--- src/rtl/ln_lut_arbiter_if.sv ---
// Requester-side bundle for ln_lut_arbiter: request handshake, result handshake and
// per-lane busy flags, lane i occupying bits [i*WIDTH +: WIDTH] of the data buses.
interface ln_lut_arbiter_if #(
    parameter int NUM_REQ = 4,
    parameter int WIDTH   = 32
);
    logic [NUM_REQ-1:0]       req_valid;
    logic [NUM_REQ*WIDTH-1:0] req_x;
    logic [NUM_REQ-1:0]       req_ready;
    logic [NUM_REQ-1:0]       rsp_valid;
    logic [NUM_REQ*WIDTH-1:0] rsp_ln;
    logic [NUM_REQ-1:0]       rsp_ready;
    logic [NUM_REQ-1:0]       busy;

    modport master (
        output req_valid, req_x, rsp_ready,
        input  req_ready, rsp_valid, rsp_ln, busy
    );

    modport slave (
        input  req_valid, req_x, rsp_ready,
        output req_ready, rsp_valid, rsp_ln, busy
    );
endinterface

--- src/rtl/ln_lut_arbiter.sv ---
// Round-robin sharing of one registered ln(x) LUT between NUM_REQ requesters; a tag
// pipeline matched to LUT latency routes each result into its requester's one-entry buffer.
module ln_lut_arbiter #(
    parameter int NUM_REQ = 4,
    parameter int WIDTH   = 32,
    parameter int LUT_LAT = 1
) (
    input  logic             clk,
    input  logic             rst_n,
    ln_lut_arbiter_if.slave  req_if,
    output logic             lut_valid_in,
    output logic [WIDTH-1:0] lut_x,
    input  logic             lut_valid_out,
    input  logic [WIDTH-1:0] lut_ln,
    output logic             err_tag
);
    localparam int ID_W = $clog2(NUM_REQ);
    localparam int GD_W = $clog2(LUT_LAT + 2);

    logic [ID_W-1:0]          r_rr;
    logic [NUM_REQ-1:0]       r_busy;
    logic [NUM_REQ-1:0]       r_rsp_valid;
    logic [NUM_REQ*WIDTH-1:0] r_buf;
    logic [LUT_LAT:0]         r_tag_v;
    logic [ID_W-1:0]          r_tag_id [LUT_LAT+1];
    logic [GD_W-1:0]          r_guard;
    logic                     r_lut_valid_in;
    logic [WIDTH-1:0]         r_lut_x;
    logic                     r_err_tag;

    logic [NUM_REQ-1:0] w_elig;
    logic [NUM_REQ-1:0] w_grant;
    logic [NUM_REQ-1:0] w_drain;
    logic [NUM_REQ-1:0] w_fill;
    logic               w_any;
    logic [ID_W-1:0]    w_win;
    logic [ID_W-1:0]    w_rr_next;

    // Registered busy keeps a lane ineligible on the edge its result is drained.
    assign w_elig  = req_if.req_valid & ~r_busy;
    assign w_drain = r_rsp_valid & req_if.rsp_ready;

    always_comb begin
        int unsigned idx;
        idx   = 0;
        w_any = 1'b0;
        w_win = '0;
        for (int unsigned off = 0; off < NUM_REQ; off++) begin
            idx = (off + int'(r_rr)) % NUM_REQ;
            if (!w_any && w_elig[ID_W'(idx)]) begin
                w_any = 1'b1;
                w_win = ID_W'(idx);
            end
        end
    end

    always_comb begin
        w_grant = '0;
        if (w_any) w_grant[w_win] = 1'b1;
    end

    always_comb begin
        w_fill = '0;
        if (r_tag_v[LUT_LAT]) w_fill[r_tag_id[LUT_LAT]] = 1'b1;
    end

    assign w_rr_next = (w_win == ID_W'(NUM_REQ - 1)) ? '0 : w_win + 1'b1;

    always_ff @(posedge clk) begin
        if (!rst_n) begin
            r_rr           <= '0;
            r_busy         <= '0;
            r_rsp_valid    <= '0;
            r_buf          <= '0;
            r_tag_v        <= '0;
            for (int unsigned s = 0; s <= LUT_LAT; s++) r_tag_id[s] <= '0;
            r_guard        <= GD_W'(LUT_LAT + 1);
            r_lut_valid_in <= 1'b0;
            r_lut_x        <= '0;
            r_err_tag      <= 1'b0;
        end else begin
            r_lut_valid_in <= w_any;
            r_tag_v        <= {r_tag_v[LUT_LAT-1:0], w_any};
            r_tag_id[0]    <= w_win;
            for (int unsigned s = 1; s <= LUT_LAT; s++) r_tag_id[s] <= r_tag_id[s-1];
            if (w_any) begin
                r_rr    <= w_rr_next;
                r_lut_x <= req_if.req_x[w_win*WIDTH +: WIDTH];
            end
            r_busy      <= (r_busy & ~w_drain) | w_grant;
            r_rsp_valid <= (r_rsp_valid & ~w_drain) | w_fill;
            if (r_tag_v[LUT_LAT]) r_buf[r_tag_id[LUT_LAT]*WIDTH +: WIDTH] <= lut_ln;
            // LUT outputs launched before reset still drain out; mask them from the tag check.
            if (r_guard != '0) r_guard <= r_guard - 1'b1;
            else if (lut_valid_out != r_tag_v[LUT_LAT]) r_err_tag <= 1'b1;
        end
    end

    assign req_if.req_ready = w_grant;
    assign req_if.rsp_valid = r_rsp_valid;
    assign req_if.rsp_ln    = r_buf;
    assign req_if.busy      = r_busy;
    assign lut_valid_in     = r_lut_valid_in;
    assign lut_x            = r_lut_x;
    assign err_tag          = r_err_tag;
endmodule

--- src/flat_wrapper.sv ---
// flat-port wrapper written by rule: the top's interface ports become plain ports
module ln_lut_arbiter_flat 
#(
    parameter int NUM_REQ = 4,
    parameter int WIDTH   = 32,
    parameter int LUT_LAT = 1
)
  (clk, rst_n, lut_valid_in, lut_x, lut_valid_out, lut_ln, err_tag, req_if_req_valid, req_if_req_x, req_if_rsp_ready, req_if_req_ready, req_if_rsp_valid, req_if_rsp_ln, req_if_busy);
  ln_lut_arbiter_if #(.NUM_REQ(NUM_REQ), .WIDTH(WIDTH)) req_if_i ();
  input  logic clk;
  input  logic rst_n;
  output logic lut_valid_in;
  output logic [WIDTH-1:0] lut_x;
  input  logic lut_valid_out;
  input  logic [WIDTH-1:0] lut_ln;
  output logic err_tag;
  input wire logic [$bits(req_if_i.req_valid)-1:0] req_if_req_valid;
  input wire logic [$bits(req_if_i.req_x)-1:0] req_if_req_x;
  input wire logic [$bits(req_if_i.rsp_ready)-1:0] req_if_rsp_ready;
  output wire logic [$bits(req_if_i.req_ready)-1:0] req_if_req_ready;
  output wire logic [$bits(req_if_i.rsp_valid)-1:0] req_if_rsp_valid;
  output wire logic [$bits(req_if_i.rsp_ln)-1:0] req_if_rsp_ln;
  output wire logic [$bits(req_if_i.busy)-1:0] req_if_busy;
  assign req_if_i.req_valid = req_if_req_valid;
  assign req_if_i.req_x = req_if_req_x;
  assign req_if_i.rsp_ready = req_if_rsp_ready;
  assign req_if_req_ready = req_if_i.req_ready;
  assign req_if_rsp_valid = req_if_i.rsp_valid;
  assign req_if_rsp_ln = req_if_i.rsp_ln;
  assign req_if_busy = req_if_i.busy;
  ln_lut_arbiter #(.NUM_REQ(NUM_REQ), .WIDTH(WIDTH), .LUT_LAT(LUT_LAT)) u_core (.clk(clk), .rst_n(rst_n), .req_if(req_if_i), .lut_valid_in(lut_valid_in), .lut_x(lut_x), .lut_valid_out(lut_valid_out), .lut_ln(lut_ln), .err_tag(err_tag));
endmodule
--- config.mk ---
export PLATFORM = sky130hd
export DESIGN_NAME = ln_lut_arbiter_flat
export DESIGN_NICKNAME = d
export VERILOG_FILES = /design/src/rtl/ln_lut_arbiter_if.sv /design/src/rtl/ln_lut_arbiter.sv /design/src/flat_wrapper.sv
export SDC_FILE = /design/constraint.sdc
export NUM_CORES = 1
export LEC_CHECK = 0
export CAP_MARGIN = 20
export CORE_MARGIN = 2
export CORE_UTILIZATION = 41
export DETAILED_ROUTE_END_ITERATION = 10
export GPL_TIMING_DRIVEN = 0
export PLACE_DENSITY_LB_ADDON = 0.08
export SYNTH_ARGS = -nofsm -noshare
export SYNTH_HDL_FRONTEND = slang
export SYNTH_SLANG_ARGS = --single-unit
--- constraint.sdc ---
create_clock -name clk -period 2.3 [get_ports clk]
set_input_delay 0.46 -clock clk [delete_from_list [all_inputs] [get_ports clk]]
set_output_delay 0.46 -clock clk [all_outputs]
set_load 0.1 [all_outputs]
==> flow_summary.ini <==
[timing]
final_period_minus_worst_setup_slack_ns = 2.51
timing_hold_violations_final = 0
setup_viol = 4
achievable-frequency_mhz = 398
worst_path_setup_slack_after_routing_ns = -0.210
relSlewSlack_pct = 30.3
grt_setup_unrepaired = true
final-max-slew-violation-count = 0
fin_hold_ws_ns = 0.434
worst_clock_skew_ns = 0.0101
min_period_over_period_pct = 109
worstMarginPinSlew_ns = 1.05
timing.setup.tns_ns = -0.599

[setup_path]
crit_arrival_ns = 2.05
worst_setup_path_end_kind = output port
delay_contributed_by_the_slowest_stage_of_the_critical_path_ns = 0.42
cp_max_fo = 4
timing.reg2reg.worst_path_depth = 6
crit-reg2reg-launch = u_core.r_tag_id[0][2]$_SDFF_PN0_
worstSetupStartpointType = flip-flop
rr_endpoint = u_core.req_if.rsp_ln[47]$_SDFFE_PN0P_
worstSetupPathType = reg2out
worstPathRequired_ns = 1.84
critical_path.cell_chain = or3b_4 -> o311ai_4 -> o21ai_4 -> buf_8 -> inv_4 -> ha_4 -> and2_4 -> buf_12
r2r_slack_ns = 0.17
critical_path_top_delay_cell = sky130_fd_sc_hd__or3b_4

[die]
design.die.area_um2 = 18800
die-height_um = 137
floorplan.initialDensity_pct = 42.0
io_pins = 345
fp.coreArea_um2 = 17300
die-width_um = 137
number_of_rows_created_at_floorplan = 48

[drt]
post_drt_wl_per_cell_um = 18.4
drtAntennaViolNets = 0
via_per_inst = 5.36
finalWirelength_um = 25500
route.vias.total = 7445
post-route-drc-count = 0
firstDrtPassIters = 6
drtIter0Drc = 402

[power]
clockPowerShare_pct = 21.8
p_leak_nw = 5.24
p_per_area_nw_per_um2 = 1100
power.internal_mw = 6.91
pwr-share-comb_pct = 49.5
switching_share_pct = 46.6
design_power_total_mw = 13.0
net-switching-power_mw = 6.04
pwr-share-seq_pct = 28.7
max-vdd-ir-drop_v = 0.000857

[finish]
regArea_um2 = 3600
fin_cells = 1389
syn2layout_area_growth_pct = 62.2
finalNetCount = 1324
fillCellCount = 1480
fraction_of_layout_instances_using_a_drive_strength_above_1_pct = 12.7
multi_input_comb_area_um2 = 3420

[global_routing]
antenna_violations_before_repair = 5
maximum_number_of_pins_on_one_net_before_global_route_repair = 19
wire_length_of_the_first_global_routing_pass_um = 39200
grt_pass1_vias = 7243
grt_overflow_total = 0
groute.usage.overall_pct = 27.1

[logic_synthesis]
yosysMostFrequentCell = sky130_fd_sc_hd__dfxtp_1
postSynthRegisterBits = 179
synth-main-ff-cell = sky130_fd_sc_hd__dfxtp_1
synth-edff-count = 0
postSynth.asyncResetShare_pct = 0
synthDominantAreaCellType = sky130_fd_sc_hd__dfxtp_1
synth.top_cells.by_count = sky130_fd_sc_hd__dfxtp_1, sky130_fd_sc_hd__nor2_1, sky130_fd_sc_hd__a22oi_1
yosys.cell_types.count = 41
syn-cell-area_um2 = 7260
synthCells = 762
synth_seq_area_share_pct = 49.3
synth_warnings = 0
synthTopCellsByArea = sky130_fd_sc_hd__dfxtp_1, sky130_fd_sc_hd__a22oi_1, sky130_fd_sc_hd__nor2_1, sky130_fd_sc_hd__mux2i_1, sky130_fd_sc_hd__a211oi_1
synthDominantCellAreaShare_pct = 49.3
synthesis.area_per_instance_um2 = 9.53
synth_nets = 940

[clocking]
cts-buffers-inserted = 17
clock_latency_ns = 0.43
clock_tree.htree_level_count = 4
clock_path_buffers = 2
cts-root-buf = sky130_fd_sc_hd__clkbuf_16
cts_tree = built
clock_sinks = 179
worst_setup_hold_path_clk_slew_ns = 0.07

[place]
placedCellCount = 1330
finalWeightedCongestion = 0.808
dp_slack_ns = -1.70
io_buffers = 343
dp_hpwl_um = 19200

[worst_hold_path]
hold_start = u_core.r_tag_id[0][1]$_SDFF_PN0_
timing.hold.worst.class = reg2reg
min_delay_endpoint = u_core.r_tag_id[0][3]$_SDFF_PN0_
cells_on_worst_hold_path = 1

[status]
status = finished with violations
violations = negative setup slack

[flow_run]
max-cap-violations = 0
-- routing by layer --
layer	GRT usage [%]	share of wire, %
met5	0	0.12
met4	11.5	3.0
met3	7.11	7.5
met2	47.9	51
met1	30.7	38
-- stage by stage --
stage | utilization, % | cell area [um2]
finish | 68.1 | 11800
global route | 68.1 | 11800
CTS | 67.6 | 11700
detailed placement | 63.9 | 11100
global placement | 63.9 | 11100
floorplan | - | 7340
-- cells in the final DEF, fill, tap and decap left out, types with 25 or more instances in the layout --
cell type and instances:
sky130_fd_sc_hd__mux2i_1 28, sky130_fd_sc_hd__clkbuf_1 33, sky130_fd_sc_hd__a22oi_1 128, sky130_fd_sc_hd__nor2_1 135, sky130_fd_sc_hd__nand2_1 57, sky130_fd_sc_hd__a211oi_1 37
sky130_fd_sc_hd__inv_1 25, sky130_fd_sc_hd__dlygate4sd2_1 174, sky130_fd_sc_hd__clkdlybuf4s50_1 165, sky130_fd_sc_hd__dfxtp_1 173
-- worst max-delay path by stage --
stage / cells after the start / to / from / slack [ns]
2_1_floorplan: 6 / req_if_req_ready[3] / u_core.req_if.busy[0]$_SDFF_PN0_ / -0.03
3_3_place_gp: 9 / req_if_req_ready[2] / req_if_req_valid[2] / -1.67
3_5_place_dp: 9 / req_if_req_ready[2] / req_if_req_valid[2] / -1.70
4_1_cts: 8 / req_if_req_ready[2] / u_core.req_if.busy[2]$_SDFF_PN0_ / -0.24
5_1_grt: 8 / req_if_req_ready[2] / u_core.r_rr[0]$_SDFFE_PN0P_ / -0.26
6_report: 8 / req_if_req_ready[2] / u_core.r_rr[0]$_SDFFE_PN0P_ / -0.21
-- power by group through the flow --
| stage | clock network [mW] | logic (mW) | registers [mW] |
|---|---|---|---|
| after detailed placement | 0 | 6.15 | 3.78 |
| after global placement | 0 | 6.13 | 3.77 |
| final | 2.83 | 6.41 | 3.71 |
| after floorplan | 0 | 2.23 | 6.11 |
| after global routing | 2.98 | 6.73 | 3.77 |
| after CTS | 2.86 | 6.38 | 3.71 |
-- cell type report --
class | count | area share (%)
multi-input combinational | 492 | 29.0
buffer | 62 | 2.77
clock buffer | 18 | 3.73
clock inverter | 14 | 1.17
sequential | 179 | 30.6
tap | 225 | 2.39
timing repair buffer | 367 | 29.3
antenna | 5 | 0.106
inverter | 27 | 0.882
-- critical path, delay by kind of cell (launching register included) --
family                   cells  cell delay (ns)
flip-flops                   1             0.35
buffers and inverters        3             0.37
AND/OR/NAND/NOR              2             0.56
adder cells (fa/ha/maj)      1             0.10
AO/OA/AOI/OAI                2             0.23
-- state kept, by name (all words and copies together), names as in the netlist --
register / flops
u_core.err_tag: 1
u_core.r_rr: 2
u_core.req_if.busy: 4
u_core.r_guard: 2
u_core.req_if.rsp_valid: 4
u_core.lut_x: 32
u_core.r_tag_id: 4
u_core.r_tag_v: 2
u_core.req_if.rsp_ln: 128
-- cell families after synthesis --
| logic type | after synthesis | share of synthesized area (%) |
|---|---|---|
| compound gates | 234 | 26.8 |
| simple gates | 220 | 13.0 |
| xor+xnor | 2 | 0.241 |
| fa+ha+maj | 7 | 1.21 |
| mux | 29 | 4.01 |
| flops | 179 | 49.3 |
| buf+inv | 91 | 5.48 |
-- what timing repair did --
item / CTS / global route
hold endpoints to repair: 0 / 0
resized for setup: 234 / 30
endpoints found under the setup margin: 216 / 103
setup buffers: 19 / 5
pin swaps: 8 / 5
hold buffers: 0 / 0
(Power assumes the default switching activity.)
